**config.mk**
```make
export PLATFORM = sky130hd
export DESIGN_NAME = port_demux
export DESIGN_NICKNAME = d
export VERILOG_FILES = /design/src/rtl/port_demux_pkg.sv /design/src/rtl/port_demux_fifo.sv /design/src/rtl/port_demux.sv
export SDC_FILE = /design/constraint.sdc
export NUM_CORES = 1
export LEC_CHECK = 0
export ABC_CLOCK_PERIOD_IN_PS = 2450
export BUFFER_PORTS_ARGS = -buffer_cell sky130_fd_sc_hd__buf_4
export CORE_ASPECT_RATIO = 0.6
export CORE_MARGIN = 2
export CORE_UTILIZATION = 60
export DETAILED_ROUTE_END_ITERATION = 16
export PLACE_DENSITY = 0.86
export SLEW_MARGIN = 10
export SYNTH_ARGS = -nofsm -noshare
export SYNTH_HDL_FRONTEND = slang
export SYNTH_SLANG_ARGS = --single-unit
```
**constraint.sdc**
```tcl
create_clock -name clk_i -period 2.45 [get_ports clk_i]
set_input_delay 0.1225 -clock clk_i [delete_from_list [all_inputs] [get_ports clk_i]]
set_output_delay 0.1225 -clock clk_i [all_outputs]
set_load 0.05 [all_outputs]
```
**src/rtl/port_demux_pkg.sv**
```systemverilog
// Shared types and constants for the port_demux stream demultiplexer.
package port_demux_pkg;

  localparam int unsigned NPORTS = 4;
  localparam int unsigned SEL_W  = 2;

  typedef logic [SEL_W-1:0] port_sel_t;

  typedef enum port_sel_t {
    PORT_A = 2'd0,
    PORT_B = 2'd1,
    PORT_C = 2'd2,
    PORT_D = 2'd3
  } port_id_e;

  // One-hot decode of a port index.
  function automatic logic [NPORTS-1:0] sel_onehot(input port_sel_t sel);
    logic [NPORTS-1:0] oh;
    oh      = '0;
    oh[sel] = 1'b1;
    return oh;
  endfunction

endpackage

```
**src/rtl/port_demux_fifo.sv**
```systemverilog
// Synchronous first-word-fall-through FIFO used as one output lane of port_demux.
// Push into a full FIFO and pop from an empty FIFO are ignored.
module port_demux_fifo #(
  parameter int unsigned WIDTH = 8,
  parameter int unsigned DEPTH = 2
) (
  input  logic             clk_i,
  input  logic             rst_ni,
  input  logic             push_i,
  input  logic [WIDTH-1:0] data_i,
  input  logic             pop_i,
  output logic             full_o,
  output logic             empty_o,
  output logic [WIDTH-1:0] head_o
);

  localparam int unsigned PtrW = (DEPTH > 1) ? $clog2(DEPTH) : 1;
  localparam int unsigned CntW = $clog2(DEPTH) + 1;

  logic [WIDTH-1:0] mem_q [DEPTH];
  logic [PtrW-1:0]  wptr_q, rptr_q;
  logic [CntW-1:0]  count_q;
  logic             do_push, do_pop;

  // Status flags and qualified handshakes.
  always_comb begin
    full_o  = (count_q == CntW'(DEPTH));
    empty_o = (count_q == '0);
    do_push = push_i & ~full_o;
    do_pop  = pop_i & ~empty_o;
    head_o  = mem_q[rptr_q];
  end

  // Storage, pointers (wrap naturally, DEPTH is a power of two) and occupancy.
  always_ff @(posedge clk_i or negedge rst_ni) begin
    if (!rst_ni) begin
      for (int i = 0; i < DEPTH; i++) begin
        mem_q[i] <= '0;
      end
      wptr_q  <= '0;
      rptr_q  <= '0;
      count_q <= '0;
    end else begin
      if (do_push) begin
        mem_q[wptr_q] <= data_i;
        wptr_q        <= wptr_q + PtrW'(1);
      end
      if (do_pop) begin
        rptr_q <= rptr_q + PtrW'(1);
      end
      unique case ({do_push, do_pop})
        2'b10:   count_q <= count_q + CntW'(1);
        2'b01:   count_q <= count_q - CntW'(1);
        default: count_q <= count_q;
      endcase
    end
  end

endmodule

```
**src/rtl/port_demux.sv**
```systemverilog
// 1-to-NPORTS stream demultiplexer: one valid/ready input routed by in_sel_i into
// per-port FWFT FIFOs, each drained by its own valid/ready handshake.
// Optional per-port delivered-beat counters (cnt_o) are built when PORT_DEMUX_CNT_EN
// is defined.
module port_demux #(
  parameter int unsigned WIDTH  = 8,
  parameter int unsigned NPORTS = 4,
  parameter int unsigned DEPTH  = 2
`ifdef PORT_DEMUX_CNT_EN
  ,
  parameter int unsigned CNT_W  = 16
`endif
) (
  input  logic                        clk_i,
  input  logic                        rst_ni,
  input  logic [WIDTH-1:0]            in_data_i,
  input  port_demux_pkg::port_sel_t   in_sel_i,
  input  logic                        in_valid_i,
  output logic                        in_ready_o,
  output logic [NPORTS*WIDTH-1:0]     out_data_o,
  output logic [NPORTS-1:0]           out_valid_o,
  input  logic [NPORTS-1:0]           out_ready_i
`ifdef PORT_DEMUX_CNT_EN
  ,
  output logic [NPORTS*CNT_W-1:0]     cnt_o
`endif
);

  import port_demux_pkg::*;

  logic [NPORTS-1:0] full, empty, push, pop;

  // Input ready depends only on the addressed FIFO; a pop there this cycle does not help.
  always_comb begin
    in_ready_o = ~full[in_sel_i];
    push       = '0;
    if (in_valid_i && in_ready_o) begin
      push = sel_onehot(in_sel_i);
    end
    out_valid_o = ~empty;
    pop         = out_valid_o & out_ready_i;
  end

  for (genvar k = 0; k < NPORTS; k++) begin : g_port
    port_demux_fifo #(
      .WIDTH (WIDTH),
      .DEPTH (DEPTH)
    ) u_fifo (
      .clk_i   (clk_i),
      .rst_ni  (rst_ni),
      .push_i  (push[k]),
      .data_i  (in_data_i),
      .pop_i   (pop[k]),
      .full_o  (full[k]),
      .empty_o (empty[k]),
      .head_o  (out_data_o[k*WIDTH +: WIDTH])
    );
  end

`ifdef PORT_DEMUX_CNT_EN
  logic [CNT_W-1:0] cnt_q [NPORTS];

  // Delivered-beat counters, wrapping at 2^CNT_W.
  always_ff @(posedge clk_i or negedge rst_ni) begin
    if (!rst_ni) begin
      for (int k = 0; k < NPORTS; k++) begin
        cnt_q[k] <= '0;
      end
    end else begin
      for (int k = 0; k < NPORTS; k++) begin
        if (pop[k]) begin
          cnt_q[k] <= cnt_q[k] + CNT_W'(1);
        end
      end
    end
  end

  // Flatten counters onto the output bus.
  always_comb begin
    cnt_o = '0;
    for (int k = 0; k < NPORTS; k++) begin
      cnt_o[k*CNT_W +: CNT_W] = cnt_q[k];
    end
  end
`endif

endmodule

```
==> results.yml <==
sta:
  finalCritPeriodShare_pct: 83.2
  tns_ns: 0
  fin_worst_skew_ns: 0.00552
  post-route-min-period_ns: 2.04
  finalHoldViolations: 0
  grt_setup_unrepaired: "no"
  relSlewSlack_pct: 34.8
  timing.final.max_slew_violations: 0
  finalSetupViolations: 0
  tightest_slew_ns: 0.978
  fmax_mhz: 491
yosys:
  synth_top_cell_by_area: "dfrtp_1"
  synthTopCellsByArea: "dfrtp_1 54%, mux2_2 27%, mux2_4 3.3%, xnor2_1 2.9%, xor2_1 1.9%"
  synthCells: 243
  syn_area_per_cell_sq_um: 15.2
  synth.distinct_cells: 30
  ys_ff_latch: 80
  ys_seq_area_share_pct: 54.4
  yosysWarnings: 0
  synth.top_cell.area_share_pct: 54.4
  synth_area_sq_um: 3680
  syn_nets: 264
routing:
  drt_pass1_iterations: 4
  via_count: 2099
  drt_iter0_markers: 55
  avgRoutedWirePerCell_um: 17.0
  wl_mm: 6.61
  drc_errors: 0
  ant_nets: 0
  viasPerCell: 5.41
finish:
  fill_cells: 414
  diodes: 0
  drive_above_1_share_pct: 57.9
  syn_to_final_growth_pct: 17.3
  layout_common_cells: "88 x mux2_2, 80 x dfrtp_1, 53 x buf_4, 12 x xnor2_1, 11 x clkbuf_8"
  seq_area_sq_um: 2000
  multi_input_area_sq_um: 1630
  final_common_cell: "mux2_2"
  fin_nets: 321
setup_path:
  critPathKind: "flop to primary output"
  endpoint_kind: "primary output"
  startpoint_type: "flop"
  crit_fanout: 4
  arrival_ns: 1.91
  cp.required_ns: 2.33
  timing.rr.start: "g_port[2].u_fifo.count_q[1]"
  crit_start: "g_port[2].u_fifo.count_q[0]"
die:
  io_pins: 54
  core_sq_um: 6030
  die_x_um: 105
  dieArea_sq_um: 6800
  die_h_um: 64.7
  initial_utilization_pct: 61.1
  core.rowCount: 22
flow_run:
  drv_cap: 0
clock_tree:
  cts_root_buf: "clkbuf_8"
  clock_sinks: 80
  cts_buffers: 9
  cts_resized: 0
  clock_latency_ns: 0.35
  clk_path_buf_depth: 2
  cts_tree: "yes"
  cts_htree_levels: 3
  clk_pin_slew_worst_paths_ns: 0.07
worst_hold_path:
  hold_path_class: "input pin to flop"
  holdCritStartpoint: "in_data_i[3]"
global_routing:
  grt_first_pass_wirelength_mm: 11.2
  grt_max_degree: 81
  track_usage_pct: 22.3
  grt_pass1_vias: 2156
  overflow: 0
  antenna_found_initial: 0
placed_design:
  io_buffers: 53
  dp_hpwl_mm: 4.53
  place.gp.congestion: 0.756
outcome:
  status: "finished clean"
==> synth_stat cells <==
library cell,instances
nand3_1,1
clkbuf_1,4
mux2_4,8
inv_1,1
nor3_2,1
dfrtp_1,80
or3_2,1
and4_1,1
nand4_1,1
nand2b_1,3
nand3_2,1
mux4_1,1
nand2_1,1
ha_1,4
nor2b_1,2
or2_2,4
buf_6,2
nor2_1,5
or4_1,1
nand3b_1,1
mux2_2,88
buf_4,1
and2_1,4
buf_2,1
xnor2_1,12
nand4b_2,2
nor4b_4,2
nand2_4,1
xor2_1,8
and2b_2,1
==> critical path, cell delays in order, from the launching register on <==
cell     delay (ns)
dfrtp_1        0.43
nor2b_1        0.31
inv_1          0.11
mux4_1         0.51
buf_4          0.20
==> per-stage QoR <==
| step | setup WS (ns) | hold WS [ns] | utilization, % | cells | area [sq um] |
|---|---|---|---|---|---|
| final | 0.413 | 0.0781 | 71.6 | 388 | 4320 |
| after floorplan | 0.731 | -0.173 | - | 243 | 3680 |
| after global routing | 0.271 | 0.0548 | 71.6 | 388 | 4320 |
| after CTS | 0.363 | 0.0452 | 71.6 | 388 | 4320 |
| after global placement | 0.737 | 0.351 | 68.6 | 372 | 4140 |
| after detailed placement | 0.682 | 0.343 | 68.6 | 372 | 4140 |
==> worst paths after layout <==
kind | to | slack [ns] | cells after the start
worst min-delay path | g_port[2].u_fifo.mem_q[11] | 0.08 | 2
worst max-delay path | in_ready_o | 0.41 | 4
min in group asynchronous | g_port[3].u_fifo.mem_q[1] | 0.47 | 2
worst min register to register | g_port[2].u_fifo.count_q[1] | 0.48 | 1
worst max register to register | g_port[2].u_fifo.mem_q[9] | 0.69 | 3
max in group asynchronous | g_port[2].u_fifo.mem_q[13] | 1.36 | 2
==> repair_timing <==
action | CTS | global route
endpoints found under the hold margin | 80 | 0
hold buffers | 1 | 0
endpoints found under the setup margin | 0 | 0
setup buffers | 0 | 0
==> flip-flops by register name (all words and copies together), names as in the netlist <==
signal	flops
g_port.u_fifo.count_q	8
g_port.u_fifo.mem_q	64
g_port.u_fifo.rptr_q	4
g_port.u_fifo.wptr_q	4
==> cells by family after synthesis <==
kind of cell / after synthesis / synth area share (%)
multiplexers: 97 / 30.9
flip-flops: 80 / 54.4
AND/OR/NAND/NOR: 33 / 7.17
XOR/XNOR: 20 / 4.76
buffers and inverters: 9 / 1.46
adder cells (fa/ha/maj): 4 / 1.36
==> layout make-up <==
class / instances / share of cell area, %
Sequential cell: 80 / 46.4
Tap cell: 84 / 2.43
Clock inverter: 3 / 0.406
Clock buffer: 12 / 3.59
Inverter: 1 / 0.0869
Multi-Input combinational cell: 154 / 37.7
Timing Repair Buffer: 54 / 9.45
==> metal layers <==
metal  GRT usage [%]  routed length (um)  up-vias
li1                -                   -      978
met1            31.3                3410     1068
met2            32.3                2800       44
met3            9.26                 333        9
met4            6.00                  68        0
met5               0                   0        -
Power is not shown: default switching activity piles up to over one toggle a cycle in this logic, so the estimate is an artifact.
